$ cat src/rtl/range_persistence_filter.sv
// -----------------------------------------------------------------------------
// range_persistence_filter
//   Debounces the 2-bit range code from the range classifier. A new code is
//   committed only after HOLD_CYCLES consecutive valid samples of it, which
//   stops jitter when the classified number hovers near a bin edge.
//   Downstream logic reads only the committed range and the one-cycle
//   change pulse.
//
// Parameters
//   HOLD_CYCLES  matching valid samples needed to commit (2 .. 2**CNT_W-1)
//   CNT_W        width of the persistence counter
//
// Ports
//   clk           in   rising-edge clock
//   rst           in   synchronous, active-high reset
//   sample_en     in   range_in is valid this cycle; all state holds when low
//   range_in      in   [1:0] 00 low, 01 mid, 10 high, 11 illegal
//   clr_err       in   clears illegal_seen (a same-cycle illegal sample wins)
//   stable_range  out  [1:0] committed range code
//   change_pulse  out  one-cycle pulse after each commit
//   change_up     out  1 when the last commit raised the code
//   pending       out  a candidate code is being qualified
//   illegal_seen  out  sticky flag, set by a valid 2'b11 sample
//   change_count  out  [7:0] saturating commit counter
//
// Build option
//   RANGE_FILTER_STATS_EN  defined: change_count counts commits, saturating
//                          at 255. Undefined: change_count is tied to 0.
// -----------------------------------------------------------------------------
module range_persistence_filter #(
  parameter int unsigned HOLD_CYCLES = 4,
  parameter int unsigned CNT_W       = 4
) (
  input  logic       clk,
  input  logic       rst,
  input  logic       sample_en,
  input  logic [1:0] range_in,
  input  logic       clr_err,
  output logic [1:0] stable_range,
  output logic       change_pulse,
  output logic       change_up,
  output logic       pending,
  output logic       illegal_seen,
  output logic [7:0] change_count
);

  // FSM encoding
  localparam logic [0:0] ST_STABLE = 1'b0;
  localparam logic [0:0] ST_CAND   = 1'b1;

  localparam logic [1:0]       CODE_ILLEGAL = 2'b11;
  localparam logic [1:0]       CODE_RESET   = 2'b00;
  localparam logic [CNT_W-1:0] CNT_ZERO     = CNT_W'(0);
  localparam logic [CNT_W-1:0] CNT_ONE      = CNT_W'(1);
  localparam logic [CNT_W-1:0] CNT_LAST     = CNT_W'(HOLD_CYCLES - 1);

  // Elaboration guard: the counter must be able to reach HOLD_CYCLES-1 and
  // HOLD_CYCLES must be at least 2 so commits can never be back to back.
  generate
    if ((HOLD_CYCLES < 2) || (HOLD_CYCLES >= (2 ** CNT_W))) begin : g_bad_hold_cycles
      $error("range_persistence_filter: HOLD_CYCLES out of range for CNT_W");
    end
  endgenerate

  // Registered state
  logic [0:0]       state;
  logic [1:0]       cand;
  logic [CNT_W-1:0] cnt;

  // Next-state values
  logic [0:0]       state_nxt;
  logic [1:0]       cand_nxt;
  logic [CNT_W-1:0] cnt_nxt;
  logic [1:0]       stable_nxt;
  logic             up_nxt;
  logic             illegal_nxt;
  logic             commit;

  // Next-state and output decode
  always_comb begin
    state_nxt   = state;
    cand_nxt    = cand;
    cnt_nxt     = cnt;
    stable_nxt  = stable_range;
    up_nxt      = change_up;
    commit      = 1'b0;
    // Clear applies every cycle; an illegal sample below overrides it.
    illegal_nxt = illegal_seen & ~clr_err;

    if (sample_en) begin
      if (range_in == CODE_ILLEGAL) begin
        // Illegal codes only raise the flag; qualification is untouched.
        illegal_nxt = 1'b1;
      end else begin
        case (state)
          ST_STABLE: begin
            if (range_in != stable_range) begin
              state_nxt = ST_CAND;
              cand_nxt  = range_in;
              cnt_nxt   = CNT_ONE;
            end
          end
          ST_CAND: begin
            if (range_in == cand) begin
              if (cnt == CNT_LAST) begin
                commit     = 1'b1;
                stable_nxt = cand;
                up_nxt     = (cand > stable_range);
                state_nxt  = ST_STABLE;
                cnt_nxt    = CNT_ZERO;
              end else begin
                cnt_nxt = cnt + CNT_ONE;
              end
            end else if (range_in == stable_range) begin
              // Input fell back to the committed code: drop the candidate.
              state_nxt = ST_STABLE;
              cnt_nxt   = CNT_ZERO;
            end else begin
              // A third legal code: qualify it from scratch.
              cand_nxt = range_in;
              cnt_nxt  = CNT_ONE;
            end
          end
          default: begin
            state_nxt = ST_STABLE;
            cnt_nxt   = CNT_ZERO;
          end
        endcase
      end
    end
  end

  // State and output registers
  always_ff @(posedge clk) begin
    if (rst) begin
      state        <= ST_STABLE;
      cand         <= CODE_RESET;
      cnt          <= CNT_ZERO;
      stable_range <= CODE_RESET;
      change_pulse <= 1'b0;
      change_up    <= 1'b0;
      pending      <= 1'b0;
      illegal_seen <= 1'b0;
    end else begin
      state        <= state_nxt;
      cand         <= cand_nxt;
      cnt          <= cnt_nxt;
      stable_range <= stable_nxt;
      change_pulse <= commit;
      change_up    <= up_nxt;
      pending      <= (state_nxt == ST_CAND);
      illegal_seen <= illegal_nxt;
    end
  end

`ifdef RANGE_FILTER_STATS_EN
  // Saturating commit counter, cleared only by reset
  always_ff @(posedge clk) begin
    if (rst) begin
      change_count <= 8'd0;
    end else if (commit && (change_count != 8'd255)) begin
      change_count <= change_count + 8'd1;
    end
  end
`else
  assign change_count = 8'd0;
`endif

endmodule

$ cat config.mk
export PLATFORM = sky130hd
export DESIGN_NAME = range_persistence_filter
export DESIGN_NICKNAME = d
export VERILOG_FILES = /design/src/rtl/range_persistence_filter.sv
export SDC_FILE = /design/constraint.sdc
export NUM_CORES = 1
export LEC_CHECK = 0
export ABC_AREA = 1
export BUFFER_PORTS_ARGS = -buffer_cell sky130_fd_sc_hd__buf_2
export CAP_MARGIN = 15
export CORE_UTILIZATION = 51
export CTS_CLUSTER_SIZE = 14
export DETAILED_ROUTE_END_ITERATION = 16
export PLACE_DENSITY = 0.85
export SLEW_MARGIN = 0
export SYNTH_ARGS = -nofsm -noshare
export SYNTH_HDL_FRONTEND = slang
export SYNTH_SLANG_ARGS = --single-unit
$ cat constraint.sdc
create_clock -name clk -period 1.7 [get_ports clk]
set_input_delay 0.34 -clock clk [delete_from_list [all_inputs] [get_ports clk]]
set_output_delay 0.34 -clock clk [all_outputs]
set_load 0.01 [all_outputs]
==> tab_implementation.tex <==
\begin{tabular}{lr}
\hline
Metric & Value \\
\hline
\multicolumn{2}{l}{\textbf{Run status}} \\
\quad Result of the run & finished clean \\
\multicolumn{2}{l}{\textbf{Power and ir drop}} \\
\quad Pwr/cell area & 759 mW/mm\^{}2 \\
\quad Peak supply drop & 438 uV \\
\quad Leakage power total & 0.515 nW \\
\multicolumn{2}{l}{\textbf{Job}} \\
\quad Maximum capacitance violations & 0 \\
\multicolumn{2}{l}{\textbf{Min path}} \\
\quad Min-Delay Path Class & in -> reg \\
\quad End point of the worst hold path & illegal\_seen\$\_SDFF\_PP0\_ \\
\quad Critical hold path startpoint & rst \\
\quad Min-Delay Path Depth & 2 \\
\multicolumn{2}{l}{\textbf{STA}} \\
\quad Final count of pins violating max slew & 0 \\
\quad Final Hold Violating Endpoints & 0 \\
\quad Post-route fraction of the period consumed by the critical path & 82.4\% \\
\quad Final setup fails & 0 \\
\quad Post-Route Setup TNS & 0 ps \\
\quad Worst Clk Skew & 5.67 ps \\
\quad Final worst path period need & 1400 ps \\
\quad Max frequency & 714 MHz \\
\quad Unrepaired setup endpoints after global routing & false \\
\multicolumn{2}{l}{\textbf{Die}} \\
\quad Placeable core region & 0.00151 sq mm \\
\quad Total I/O pin count & 20 \\
\quad Number of placement rows & 14 \\
\quad Horizontal die dimension & 42.1 um \\
\quad Initial cell density of the core & 54.5\% \\
\quad Die H & 42.1 um \\
\quad Total die area & 0.00177 sq mm \\
\multicolumn{2}{l}{\textbf{Placement}} \\
\quad Final GP Congestion & 0.866 \\
\quad Estimated wirelength of the detail-placed design & 1.27 mm \\
\quad Number of placed cells counting well taps & 155 \\
\quad Port bufs & 11 \\
\quad Placement-stage cell area & 862 sq um \\
\multicolumn{2}{l}{\textbf{Setup path}} \\
\quad R2r worst-path depth & 8 \\
\quad Critical Setup Path Class & reg -> reg \\
\quad Data required time of the worst path & 1880 ps \\
\quad Nature of the critical path startpoint & flop \\
\quad Type of destination of the critical path & flop \\
\quad Worst path buffer plus inverter count & 0 \\
\quad Cell type with the highest occurrence count on the critical path & sky130\_fd\_sc\_hd\_\_nand2\_1 \\
\quad Crit path max-delay family & simple AND/OR/NAND/NOR gates \\
\quad Launch point of the worst reg-to-reg path & cnt[0]\$\_SDFFE\_PP0P\_ \\
\quad Worst path max stage delay & 400 ps \\
\quad Critical path peak fanout & 6 \\
\quad Data arrival time of the critical path & 1580 ps \\
\quad Critical R2R Capture & stable\_range[0]\$\_SDFFE\_PP0P\_ \\
\quad Slowest cell on the critical path & sky130\_fd\_sc\_hd\_\_dfxtp\_1 \\
\quad Worst reg2reg setup slack & 300 ps \\
\quad Critical-path cell list & ha\_1 > nand2\_1 > nor2\_1 > nand2\_2 > nor2\_8 > nand2\_1 > nand2\_1 > nor2\_1 \\
\multicolumn{2}{l}{\textbf{Clock network}} \\
\quad Clk slew on worst S/H paths & 90 ps \\
\quad Number of CTS-inserted buffers & 3 \\
\quad Post\_cts resized & 0 \\
\quad Clk sinks & 12 \\
\quad Clock tree root driver cell & sky130\_fd\_sc\_hd\_\_clkbuf\_4 \\
\quad Latest clock arrival within the worst-skew pair & 290 ps \\
\quad Clk buf depth & 2 \\
\quad CTS hold repair buffers & 0 \\
\quad CTS tree & yes \\
\quad H-tree level count & 1 \\
\quad Postcts setup bufs & 0 \\
\multicolumn{2}{l}{\textbf{Detailed routing}} \\
\quad Initial detailed-routing violation count & 26 \\
\quad Total wire length after detailed routing & 1.65 mm \\
\quad Detailed-route via count & 809 \\
\quad Number of optimization iterations in the first detailed-route pass & 4 \\
\quad Per-cell via count in the routed design & 5.09 \\
\quad Average routed wire per standard cell & 10.4 um \\
\quad Remaining design rule violation count & 0 \\
\quad Antenna Nets Post-Route & 0 \\
\multicolumn{2}{l}{\textbf{GRT}} \\
\quad Maximum number of pins on one net before global-route repair & 9 \\
\quad Wire length of the first global-routing pass & 2.77 mm \\
\quad Initial antenna violation count & 0 \\
\quad Number of global-route vias before repair & 693 \\
\quad Overall fraction of global-route tracks in use & 20.6\% \\
\quad Global route overflow & 0 \\
\multicolumn{2}{l}{\textbf{Yosys}} \\
\quad Count of cell types in the netlist & 18 \\
\quad Warnings, synthesis & 0 \\
\quad Share of the yosys chip area belonging to registers & 29.3\% \\
\quad Synthesized area per cell & 6.36 sq um \\
\quad Number of synthesized register bits & 12 \\
\quad Post-synth design cell area & 821 sq um \\
\quad Gate Count Post-Synth & 129 \\
\multicolumn{2}{l}{\textbf{Cells and area}} \\
\quad Sequential cell area in the final layout & 240 sq um \\
\quad Fillers & 147 \\
\quad Design area & 898 sq um \\
\quad Antenna cell count & 0 \\
\quad Commonest non-fill, non-tap cells in the layout & sky130\_fd\_sc\_hd\_\_nand2\_1 (41), sky130\_fd\_sc\_hd\_\_nor2\_1 (20), sky130\_fd\_sc\_hd\_\_inv\_1 (13) \\
\quad Area added between synthesis and finish & 9.45\% \\
\quad Most common cell after layout, fill and taps aside & sky130\_fd\_sc\_hd\_\_nand2\_1 \\
\quad Fraction of layout cells with a size suffix above 1 & 18.2\% \\
\quad Final net count & 153 \\
\quad Area used by multi-input combinational logic & 487 sq um \\
\quad Final cell count without fillers & 159 \\
\hline
\end{tabular}
==> flip-flops by register name, summed over array words and instances (netlist names) <==
register      cells
cnt               4
cand              2
change_up         1
change_pulse      1
stable_range      2
illegal_seen      1
state             1
==> worst register-to-register path: cells and delay by family, from the launching register on <==
family / cells / cell delay [ps]
AND/OR/NAND/NOR: 7 / 690
adder cells (fa/ha/maj): 1 / 210
flip-flops: 1 / 400
==> through the flow <==
step / power (mW) / hold WS, ps / util (%) / setup WS, ps
after floorplan: 0.425 / 409 / - / 458
after global placement: 0.441 / 448 / 57.2 / 345
after detailed placement: 0.444 / 456 / 57.2 / 335
after CTS: 0.676 / 286 / 59.6 / 315
after global routing: 0.710 / 284 / 59.6 / 176
final: 0.682 / 275 / 59.6 / 300
==> final cells by class <==
type                       instances  share of cell area, %
tap                               16                   2.23
sequential                        12                   26.7
timing repair buffer              11                   6.13
clock buffer                       4                   4.04
multi-input combinational        100                   54.2
inverter                          16                   6.69
==> power breakdown <==
part           internal (mW)  total, mW  switching, mW
Sequential             0.292      0.308         0.0157
Combinational         0.0438      0.133         0.0894
Clock                  0.131      0.241          0.110
==> worst max path at each step <==
stage,depth (start not counted),from,slack [ps],to
floorplan,8,cnt[0]$_SDFFE_PP0P_,460,stable_range[0]$_SDFFE_PP0P_
global placement,8,cnt[0]$_SDFFE_PP0P_,340,stable_range[1]$_SDFFE_PP0P_
detailed placement,8,cnt[0]$_SDFFE_PP0P_,340,stable_range[0]$_SDFFE_PP0P_
CTS,8,cnt[0]$_SDFFE_PP0P_,310,stable_range[0]$_SDFFE_PP0P_
global route,8,cnt[1]$_SDFFE_PP0P_,180,stable_range[0]$_SDFFE_PP0P_
finish,8,cnt[0]$_SDFFE_PP0P_,300,stable_range[0]$_SDFFE_PP0P_
==> synthesized netlist by cell type <==
library cell	count	area share (%)
sky130_fd_sc_hd__nand4_1	1	0.76
sky130_fd_sc_hd__nand2_1	41	19
sky130_fd_sc_hd__nand2_2	5	3.8
sky130_fd_sc_hd__nand3_1	10	6.1
sky130_fd_sc_hd__xnor2_1	1	1.1
sky130_fd_sc_hd__o21ai_0	2	1.2
sky130_fd_sc_hd__nor3_1	1	0.61
sky130_fd_sc_hd__conb_1	1	0.46
sky130_fd_sc_hd__buf_4	8	7.3
sky130_fd_sc_hd__dfxtp_1	12	29
sky130_fd_sc_hd__ha_1	3	4.6
sky130_fd_sc_hd__inv_2	3	1.4
sky130_fd_sc_hd__nor2_1	20	9.1
sky130_fd_sc_hd__nand2_4	1	1.4
sky130_fd_sc_hd__inv_1	13	5.9
sky130_fd_sc_hd__a21oi_1	4	2.4
sky130_fd_sc_hd__nand3b_1	1	0.91
sky130_fd_sc_hd__nor2_8	2	4.9
==> layer usage <==
metal  vias up  global-route usage [%]  routed length [um]
li1        411                       -                   -
met1       364                    24.7                 760
met2        28                    34.7                 755
met3         6                    3.88                  89
met5         -                       0                   0
met4         0                    11.3                  44
==> kinds of logic (layout without fill, tap and decap cells) <==
group	count (synthesis)	in the layout	share of synthesized area [%]
adders and majority gates	3	3	4.57
xor gates and xnor gates	1	1	1.07
AOI/OAI and AO/OA	6	6	3.66
DFF	12	12	29.3
other	1	8	0.457
buffers and inverters	24	31	14.6
and+or+nand+nor	82	82	46.3
No activity file was read; power rests on OpenSTA's default activity.
